<file path="config.mk">
export PLATFORM = sky130hd
export DESIGN_NAME = t05_code_serializer
export DESIGN_NICKNAME = d
export VERILOG_FILES = /design/src/rtl/t05_code_serializer.sv
export SDC_FILE = /design/constraint.sdc
export NUM_CORES = 1
export LEC_CHECK = 0
export CORE_ASPECT_RATIO = 2
export CORE_MARGIN = 10
export CORE_UTILIZATION = 55
export DETAILED_ROUTE_END_ITERATION = 8
export GPL_TIMING_DRIVEN = 0
export PLACE_DENSITY = 0.88
export SETUP_SLACK_MARGIN = 0.02
export SKIP_LAST_GASP = 1
export SYNTH_ARGS = -nofsm -noshare
export SYNTH_HDL_FRONTEND = slang
export SYNTH_SLANG_ARGS = --single-unit
</file>
<file path="constraint.sdc">
create_clock -name clk -period 2.6 [get_ports clk]
set_clock_uncertainty 0.05 [all_clocks]
set_input_delay 0.39 -clock clk [delete_from_list [all_inputs] [get_ports clk]]
set_output_delay 0.39 -clock clk [all_outputs]
set_load 0.005 [all_outputs]
</file>
<file path="src/rtl/t05_code_serializer.sv">
// Packs each captured Huffman code into a byte stream: char byte, length byte, then path bytes root-side first.
// On codebook completion it appends a 0x00,0x00 terminator and then holds done until reset.
module t05_code_serializer #(
    parameter int PATH_W = 128,
    parameter int LEN_W  = 7
) (
    input  logic              clk,
    input  logic              nrst,
    input  logic              char_found,
    input  logic [7:0]        char_index,
    input  logic [PATH_W-1:0] char_path,
    input  logic [LEN_W-1:0]  track_length,
    input  logic              cb_finished,
    input  logic              byte_ready,
    output logic              cap_ready,
    output logic [7:0]        byte_out,
    output logic              byte_valid,
    output logic              done,
    output logic              err
);

    localparam logic [2:0] S_IDLE  = 3'd0;
    localparam logic [2:0] S_CHAR  = 3'd1;
    localparam logic [2:0] S_LEN   = 3'd2;
    localparam logic [2:0] S_PATH  = 3'd3;
    localparam logic [2:0] S_TERM0 = 3'd4;
    localparam logic [2:0] S_TERM1 = 3'd5;
    localparam logic [2:0] S_DONE  = 3'd6;

    localparam int SH_W = $clog2(PATH_W + 1);
    localparam int NB_W = LEN_W - 2;

    logic [2:0]        r_state;
    logic [LEN_W-1:0]  r_len;
    logic [PATH_W-1:0] r_sr;
    logic [NB_W-1:0]   r_nbytes;
    logic              r_fin_pend;
    logic              r_err;
    logic              r_done;
    logic [7:0]        r_byte_out;
    logic              r_byte_valid;

    logic              w_xfer;
    logic              w_busy;
    logic              w_capture;
    logic [SH_W-1:0]   w_shamt;
    logic [LEN_W:0]    w_len_p7;

    assign w_xfer    = r_byte_valid & byte_ready;
    assign w_busy    = (r_state == S_CHAR) | (r_state == S_LEN) | (r_state == S_PATH);
    assign w_capture = (r_state == S_IDLE) & char_found & (track_length != '0);
    // Left-justify the code so the root-side bit lands at the top of the shift register.
    assign w_shamt   = SH_W'(PATH_W) - SH_W'(track_length);
    assign w_len_p7  = {1'b0, track_length} + (LEN_W + 1)'(7);

    assign cap_ready  = (r_state == S_IDLE) & ~r_fin_pend;
    assign byte_out   = r_byte_out;
    assign byte_valid = r_byte_valid;
    assign done       = r_done;
    assign err        = r_err;

    always_ff @(posedge clk or negedge nrst) begin
        if (!nrst) begin
            r_state      <= S_IDLE;
            r_len        <= '0;
            r_sr         <= '0;
            r_nbytes     <= '0;
            r_fin_pend   <= 1'b0;
            r_err        <= 1'b0;
            r_done       <= 1'b0;
            r_byte_out   <= 8'h00;
            r_byte_valid <= 1'b0;
        end else begin
            // Codes offered while busy, or with zero length, are dropped and flagged.
            if (char_found && ((r_state != S_IDLE) || (track_length == '0)))
                r_err <= 1'b1;
            if (cb_finished && (w_busy || w_capture))
                r_fin_pend <= 1'b1;

            case (r_state)
                S_IDLE: begin
                    if (w_capture) begin
                        r_len        <= track_length;
                        r_sr         <= char_path << w_shamt;
                        r_nbytes     <= w_len_p7[LEN_W:3];
                        r_byte_out   <= char_index;
                        r_byte_valid <= 1'b1;
                        r_state      <= S_CHAR;
                    end else if (cb_finished) begin
                        r_byte_out   <= 8'h00;
                        r_byte_valid <= 1'b1;
                        r_state      <= S_TERM0;
                    end
                end
                S_CHAR: begin
                    if (w_xfer) begin
                        r_byte_out <= 8'(r_len);
                        r_state    <= S_LEN;
                    end
                end
                S_LEN: begin
                    if (w_xfer) begin
                        r_byte_out <= r_sr[PATH_W-1 -: 8];
                        r_sr       <= r_sr << 8;
                        r_nbytes   <= r_nbytes - NB_W'(1);
                        r_state    <= S_PATH;
                    end
                end
                S_PATH: begin
                    if (w_xfer) begin
                        // r_nbytes counts path bytes still to be loaded after the one on the bus.
                        if (r_nbytes == '0) begin
                            if (r_fin_pend || cb_finished) begin
                                r_byte_out <= 8'h00;
                                r_state    <= S_TERM0;
                            end else begin
                                r_byte_valid <= 1'b0;
                                r_state      <= S_IDLE;
                            end
                        end else begin
                            r_byte_out <= r_sr[PATH_W-1 -: 8];
                            r_sr       <= r_sr << 8;
                            r_nbytes   <= r_nbytes - NB_W'(1);
                        end
                    end
                end
                S_TERM0: begin
                    if (w_xfer) begin
                        r_byte_out <= 8'h00;
                        r_state    <= S_TERM1;
                    end
                end
                S_TERM1: begin
                    if (w_xfer) begin
                        r_byte_valid <= 1'b0;
                        r_done       <= 1'b1;
                        r_state      <= S_DONE;
                    end
                end
                S_DONE: begin
                    r_state <= S_DONE;
                end
                default: begin
                    r_byte_valid <= 1'b0;
                    r_state      <= S_IDLE;
                end
            endcase
        end
    end

endmodule
</file>
==> flow_summary_export.csv, run 1 <==
group,metric,value,unit
outcome,status,"stopped before the end",
outcome,haltStage,"global routing",
outcome,firstError,"[ERROR GRT-0116] Global routing finished with congestion. Check the congestion regions in the DRC Viewer.",
yosys,netlist_area,17550,um^2
clocking,clock_path_buffers,2,
yosys,synth_top_family_by_area,"multiplexers",
die,die_x,146.3,um
die,io_pins,160,
die,rows,92,
placement,dp_slack,-2.660,ns
clocking,cts_buffers,17,
grt,grt_pass1_wl,224.8,mm
clocking,root_buffer,"clkbuf_16",
yosys,synth_edf_count,0,
yosys,synthArstFlopShare,1.000,
yosys,synth-adder-area-share,0.001426,
yosys,synth-seq-area-share,0.2210,
yosys,synthCells,1902,
yosys,synthTopCellsByArea,"dfrtp_1 (22%), mux4_2 (18%), mux2i_1 (14%), nand2_1 (4.7%), a21oi_1 (4.0%)",
yosys,synth_xor_area_frac,0.003850,
grt,grt_usage,0.7243,
yosys,synth.top_cell.area_share,0.2210,
yosys,yosysMostFrequentCell,"mux2i_1",
yosys,ys_ff_latch,155,
yosys,ys_types,87,
die,initial_utilization,0.5564,
clocking,ctsHtreeMaxLevel,4,
yosys,avgSynthCellArea,9.227,um^2
die,die_h,272.6,um
placement,place.gp.congestion,1.371,
yosys,synth_ff_type,"dfrtp_1",
yosys,muxShareOfSynthArea,0.3561,
yosys,synth_compound_area_frac,0.2217,
clocking,clock_sinks,155,
grt,grt_pass1_vias,27420,
grt,grt_max_degree,81,
yosys,synth_top_area_cell,"dfrtp_1",
placement,dp_hpwl,85.31,mm
yosys,synth-simple-area-share,0.1294,
yosys,ys_warn_count,0,
grt,overflow,781,
yosys,synthTopCellsByCount,"mux2i_1 (249), nand2_1 (219), nor2_1 (162)",
yosys,synth_nets,2052,
placement,io_buffers,154,
==> kinds of logic after synthesis <==
logic type      count (synthesis)
compound gates                567
xor+xnor                        6
fa+ha+maj                       2
buf+inv                       215
flops                         155
mux                           441
simple gates                  516
==> stage by stage <==
step           instance area, um^2  std cells  hold slack (ns)    util
3_3_place_gp                 20360       2479           0.3936  0.6454
3_5_place_dp                 20390       2481           0.4014  0.6465
2_1_floorplan                18290       1902          0.04441       -
4_1_cts                      25080       2674           0.1964  0.7951
==> metal layers <==
| layer | track usage | overflow |
|---|---|---|
| met5 | 0.1397 | 0 |
| met4 | 0.7328 | 263 |
| met2 | 0.9224 | 509 |
| met3 | 0.5492 | 6 |
| met1 | 0.7081 | 3 |
==> what timing repair did <==
item	CTS
endpoints found under the setup margin	143
resized for setup	583
pin swaps	144
hold buffers	1
buffers inserted	153
hold endpoints to repair	66
cloned	10
==> run 2: changes to the inputs <==
--- a/config.mk
+++ b/config.mk
@@ -5,13 +5,11 @@
 export SDC_FILE = /design/constraint.sdc
 export NUM_CORES = 1
 export LEC_CHECK = 0
-export CORE_ASPECT_RATIO = 2
 export CORE_MARGIN = 10
-export CORE_UTILIZATION = 55
+export CORE_UTILIZATION = 40
 export DETAILED_ROUTE_END_ITERATION = 8
 export GPL_TIMING_DRIVEN = 0
-export PLACE_DENSITY = 0.88
-export SETUP_SLACK_MARGIN = 0.02
+export PLACE_DENSITY_LB_ADDON = 0.15
 export SKIP_LAST_GASP = 1
 export SYNTH_ARGS = -nofsm -noshare
 export SYNTH_HDL_FRONTEND = slang
==> run 2 against run 1 <==
Against the previous run: the flow now finishes, with violations (setup timing); synthesized cell count did not move; area after synthesis did not move.
==> flow_summary_export.csv, run 2 <==
group,metric,value,unit
sta,min_period_over_period,1.206,
sta,relSlewSlack,0.2423,
power,internal_power,0.009514,W
clocking,insertion_delay,0.46,ns
critical_path,cp.arrival,3.41,ns
die,core,43270,um^2
critical_path,cp-end-kind,"flip-flop",
die,die-area,52650,um^2
drt,num_vias,21450,
outcome,status,"finished, violations left",
critical_path,crit_top_cell,"buf_12",
clocking,path_clk_slew,0.07,ns
drt,viasPerCell,7.390,
layout,area_growth,54.70,%
yosys,avgSynthCellArea,9.227,um^2
yosys,ys_warn_count,0,
critical_path,crit_path_start_kind,"input port",
critical_path,slowest_delay,0.60,ns
critical_path,cp.required,2.88,ns
critical_path,reg2reg_to,"r_sr[82]$_DFFE_PN0P_",
yosys,ys_types,87,
layout,largest_reg_flops,128,
yosys,synthCells,1902,
critical_path,setup.worst_path.class,"in -> reg",
power,vdd_drop_max,0.4860,mV
yosys,ys_ff_latch,155,
die,initial_utilization,0.4056,
die,io_pins,160,
drt,drtPass1Iterations,8,
critical_path,reg2reg_from,"r_state[2]$_DFFE_PN0P_",
sta,finalHoldViolCount,0,
grt,overflow,0,
power,fin_total_pwr,0.01766,W
yosys,synth-seq-area-share,0.2210,
die,die_h,229.5,um
min_path,hold_class,"in -> reg",
yosys,synthTopCellsByCount,"mux2i_1 (249), nand2_1 (219), nor2_1 (162)",
layout,nets,2454,
yosys,synthTopCellsByArea,"dfrtp_1 (22%), mux4_2 (18%), mux2i_1 (14%), nand2_1 (4.7%), a21oi_1 (4.0%)",
grt,grt_usage,0.4173,
yosys,synth.top_cell.area_share,0.2210,
min_path,min_to,"r_len[2]$_DFFE_PN0P_",
layout,fin_util,0.6275,
sta,max_freq,0.3190,GHz
power,p_leak,10.52,nW
clocking,tritoncts,"done",
clocking,ctsHtreeMaxLevel,4,
grt,grt_pass1_wl,159.0,mm
layout,final_common_cell,"nand2_1",
yosys,yosysMostFrequentCell,"mux2i_1",
grt,grt_max_degree,111,
drt,wl_per_cell,39.96,um
critical_path,reg2reg_depth,6,
clocking,clock_sinks,155,
power,power.density,650.4,nW/um^2
placement,place.gp.congestion,1.095,
critical_path,worst-path-buf-inv,9,
sta,worst_pin_slew,1.134,ns
yosys,synth_edf_count,0,
clocking,cts_buffers,17,
die,rows,76,
layout,final_cell_mix,"nand2_1 (181), buf_4 (171), dfrtp_1 (155)",
power,p_switching,0.008142,W
yosys,synth_nets,2052,
layout,layout-drive-gt1-share,0.4631,
run,maxCapViolCount,0,
critical_path,cp_top_family,"multiplexers",
sta,drv_slew,0,
grt,grt_pass1_vias,20320,
layout,regMostFlops,"r_sr",
drt,drtIter0Drc,3079,
placement,io_buffers,154,
outcome,violations,"setup timing",
yosys,netlist_area,17550,um^2
yosys,synth_top_area_cell,"dfrtp_1",
power,pwr-share-seq,0.237,
clocking,root_buffer,"clkbuf_16",
clocking,clock_path_buffers,2,
placement,dp_hpwl,88.19,mm
drt,drc,0,
critical_path,crit_path_top_delay_cell,"mux4_2",
power,comb_power_share,0.613,
yosys,synthArstFlopShare,1.000,
power,switching_share,0.4611,
sta,setup_viol,114,
drt,wl,116.0,mm
power,clockPowerShare,0.150,
sta,fin_crit,3.135,ns
min_path,worstHoldPathCells,3,
critical_path,r2r_slack,-0.47,ns
sta,rsz0062_at_grt,"true",
yosys,synth_ff_type,"dfrtp_1",
die,die_x,229.5,um
critical_path,path_cells,"buf_12, buf_12, clkinv_8, buf_12, ha_4, buf_12, buf_12, buf_12, buf_4, mux4_2, mux4_2, mux2i_4, buf_6, nand2_1, o211ai_1, a21oi_1",
min_path,worstHoldStart,"track_length[2]",
sta,fin_ws,-0.5349,ns
grt,antenna_found_initial,1,
layout,nFillCells,3537,
critical_path,crit_fanout,6,
drt,detail-route-antenna-nets,0,
-- run 2: worst register-to-register path, cell delays in order, from the launching register on --
cell and delay, ns:
dfrtp_1 0.51, nand2b_1 0.54, o311a_1 0.47, nand2_1 0.47, clkbuf_2 0.40, o21ai_0 0.37
o22a_1 0.20
-- run 2: stage by stage --
stage          cells  TNS (ns)  setup slack (ns)  hold WS, ns  cell area, um^2
5_1_grt         2902    -40.24           -0.5565       0.2088            27150
6_report        2903    -38.98           -0.5349       0.1833            27150
3_3_place_gp    2641  -1079.13            -5.510       0.3949            20550
2_1_floorplan   1902    -71.44           -0.8255      0.04441            18280
3_5_place_dp    2642   -230.06            -2.232       0.2703            20580
4_1_cts         2791    -53.71           -0.6253       0.1826            24860
-- run 2: power groups by stage --
stage | Clock, W | Sequential [W] | Combinational [W]
after floorplan | 0 | 0.00388 | 0.00467
after global placement | 0 | 0.00411 | 0.00754
after detailed placement | 0 | 0.00412 | 0.00762
after CTS | 0.00262 | 0.00412 | 0.00934
after global routing | 0.00271 | 0.00427 | 0.0111
final | 0.00264 | 0.00419 | 0.0108
-- run 2: logic make-up after synthesis --
| group | after synthesis | synth area share |
|---|---|---|
| simple gates | 516 | 0.1294 |
| compound gates | 567 | 0.2217 |
| flops | 155 | 0.2210 |
| xor+xnor | 6 | 0.003850 |
| buf+inv | 215 | 0.06652 |
| fa+ha+maj | 2 | 0.001426 |
| mux | 441 | 0.3561 |
-- run 2: layer usage --
| metal | vias to the layer above | share of wire | wire (um) | track usage |
|---|---|---|---|---|
| met5 | - | 0 | 0 | 0 |
| met4 | 0 | 0.10 | 11810 | 0.3176 |
| met3 | 601 | 0.12 | 13700 | 0.1122 |
| met2 | 2100 | 0.43 | 49610 | 0.6287 |
| met1 | 10460 | 0.35 | 40880 | 0.5021 |
| li1 | 8297 | - | - | - |
-- run 2: area by class of cell --
cell class	instances	area, um^2	area share
antenna	1	2.502	0.00009217
buffer	193	1978	0.07286
clock buffer	18	429.2	0.01581
clock inverter	14	162.7	0.005991
inverter	19	83.83	0.003088
multi-input combinational	1532	15930	0.5867
sequential	155	3879	0.1429
tap	585	732.0	0.02696
timing repair buffer	386	3953	0.1456
-- run 2: worst max path at each step --
stage	startpoint	endpoint	slack (ns)	cells after the start
floorplan	track_length[0]	r_sr[116]$_DFFE_PN0P_	-0.83	16
global placement	nrst	r_sr[117]$_DFFE_PN0P_	-5.51	1
detailed placement	track_length[0]	r_sr[126]$_DFFE_PN0P_	-2.23	15
CTS	track_length[0]	r_sr[54]$_DFFE_PN0P_	-0.63	16
global route	track_length[0]	r_sr[116]$_DFFE_PN0P_	-0.56	15
finish	track_length[0]	r_sr[77]$_DFFE_PN0P_	-0.53	16
-- run 2: repair_timing --
| action | CTS | global route |
|---|---|---|
| cloned | 11 | 3 |
| pin swaps | 117 | 122 |
| hold endpoints to repair | 45 | 0 |
| hold buffers | 1 | 0 |
| endpoints found under the setup margin | 137 | 130 |
| resized for setup | 570 | 357 |
| setup buffers | 105 | 122 |
Power figures use the tool's default switching activity.
==> run 3: changes to the inputs <==
--- a/config.mk
+++ b/config.mk
@@ -11,6 +11,7 @@
 export GPL_TIMING_DRIVEN = 0
 export PLACE_DENSITY_LB_ADDON = 0.15
 export SKIP_LAST_GASP = 1
+export SLEW_MARGIN = 10
 export SYNTH_ARGS = -nofsm -noshare
 export SYNTH_HDL_FRONTEND = slang
 export SYNTH_SLANG_ARGS = --single-unit
==> run 3 against run 2 <==
Against the previous run: the run still ends with setup timing left; sequential share of layout area increased by 0.069 points; non-clock buffer count down 21; sequential power about the same; core utilization shrank 0.30 points; cell count down 0.76%; largest power group unchanged; total power about the same; global-route usage grew 0.28 points.
==> flow_summary_export.csv, run 3 (synthesized netlist as in run 2, its figures left out) <==
group,metric,value,unit
layout,layout-drive-gt1-share,0.4708,
layout,antennaDiodeCount,0,
clocking,root_buffer,"clkbuf_16",
critical_path,setup.worst_path.class,"in -> reg",
layout,regMostFlops,"r_sr",
drt,drtPass1Iterations,6,
die,die_h,229.5,um
critical_path,crit_fanout,6,
grt,grt_usage,0.4201,
sta,fin_crit,3.130,ns
sta,worst_pin_slew,1.088,ns
power,power.density,654.1,nW/um^2
drt,num_vias,21300,
drt,wl,115.3,mm
layout,nets,2433,
clocking,clock_sinks,155,
critical_path,r2r_slack,-0.31,ns
clocking,tritoncts,"done",
grt,met1_usage,0.5010,
outcome,status,"finished, violations left",
clocking,clock_path_buffers,2,
grt,grt_max_degree,109,
critical_path,crit_path_start_kind,"input port",
grt,grt_pass1_wl,160.2,mm
sta,setup_viol,116,
drt,viasPerCell,7.393,
drt,drtIter0Drc,3383,
clocking,ctsHtreeMaxLevel,4,
outcome,violations,"setup timing",
sta,min_period_over_period,1.204,
placement,place.gp.congestion,1.095,
drt,wl_per_cell,40.04,um
die,initial_utilization,0.4056,
grt,grt_util_met3,0.1117,
sta,hold_ws,0.1916,ns
drt,detail-route-antenna-nets,0,
die,io_pins,160,
run,maxCapViolCount,0,
critical_path,cp-end-kind,"flip-flop",
sta,drv_slew,0,
clocking,path_clk_slew,0.07,ns
critical_path,cp.arrival,3.37,ns
drt,drc,0,
grt,gr-max-usage-layer,"met2",
layout,area_growth,53.96,%
clocking,cts_buffers,17,
layout,fin_util,0.6245,
placement,io_buffers,154,
power,p_leak,10.43,nW
clocking,insertion_delay,0.46,ns
sta,setup_tns,-42.81,ns
layout,largest_reg_flops,128,
sta,rsz0062_at_grt,"true",
placement,dp_hpwl,88.08,mm
grt,antenna_found_initial,1,
critical_path,cp.required,2.85,ns
die,die_x,229.5,um
sta,finalHoldViolCount,0,
layout,final_cell_mix,"nand2_1 (176), dfrtp_1 (155), buf_4 (153)",
grt,overflow,0,
sta,fin_ws,-0.5296,ns
sta,max_freq,0.3195,GHz
die,rows,76,
sta,relSlewSlack,0.2730,
die,die-area,52650,um^2
die,core,43270,um^2
grt,grt_pass1_vias,20620,
power,vdd_drop_max,0.5466,mV
grt,globalRouteMet2Util,0.6297,
min_path,hold_class,"in -> reg",
layout,final_common_cell,"nand2_1",
[run 3: changes by cell type in the layout (fill, tap and decap cells not counted), sizes merged]
cell,previous run,this run
dlygate4sd2,2,1
inv,22,21
clkbuf,87,92
clkinvlp,3,2
clkinv,6,5
diode,1,0
clkdlybuf4s15,1,0
buf,355,334
[run 3: per-stage QoR]
stage | setup slack [ns] | area [um^2] | total power (W) | std cells
6_report | -0.5296 | 27020 | 0.01767 | 2881
3_5_place_dp | -2.254 | 20580 | 0.01174 | 2642
2_1_floorplan | -0.8255 | 18280 | 0.008548 | 1902
5_1_grt | -0.5570 | 27020 | 0.01803 | 2881
3_3_place_gp | -5.510 | 20550 | 0.01165 | 2641
4_1_cts | -0.6774 | 25440 | 0.01634 | 2829
[run 3: critical path, stage by stage]
cell      delay (ns)
buf_12          0.08
buf_12          0.10
clkinv_8        0.07
buf_12          0.15
ha_4            0.36
buf_12          0.17
buf_12          0.13
buf_8           0.13
mux4_2          0.37
buf_6           0.15
buf_6           0.11
mux2i_4         0.26
mux2i_4         0.16
nand2_2         0.11
o21ai_4         0.12
a221oi_4        0.30
a31oi_4         0.19
[run 3: power by group]
group	leakage, nW	switching, W	internal (W)
Combinational	8.19	0.00616	0.00466
Clock	0.286	0.00117	0.00148
Sequential	1.95	0.000781	0.00342
[run 3: per-layer routing]
metal,wire [um],vias to the layer above
li1,-,8263
met1,40420,10340
met2,49190,2065
met3,13890,630
met4,11840,2
met5,16,-
[run 3: what timing repair did]
action	in CTS	in global routing
setup buffers	145	60
gates resized for setup	647	286
setup endpoints to repair	137	131
cloned	9	0
pin swaps	124	138
hold buffers	1	0
hold endpoints to repair	47	0
[run 3: final cells by class]
class	instances	area, um^2
repair buffers	365	3805
well taps	585	732.0
clock inverters	11	135.1
fillers	3565	16250
inverters	19	83.83
plain buffers	193	1879
multi-input cells	1532	16040
flip-flops and latches	155	3879
clock buffers	21	460.4
[run 3: worst paths after layout]
path	from	end	cells after the start
worst max-delay path	track_length[0]	r_sr[125]$_DFFE_PN0P_	17
worst max register to register	r_state[2]$_DFFE_PN0P_	r_sr[82]$_DFFE_PN0P_	6
max in group asynchronous	nrst	r_sr[53]$_DFFE_PN0P_	3
worst min-delay path	track_length[2]	r_len[2]$_DFFE_PN0P_	3
worst min register to register	done$_DFFE_PN0P_	done$_DFFE_PN0P_	1
min in group asynchronous	nrst	r_nbytes[3]$_DFFE_PN0P_	2
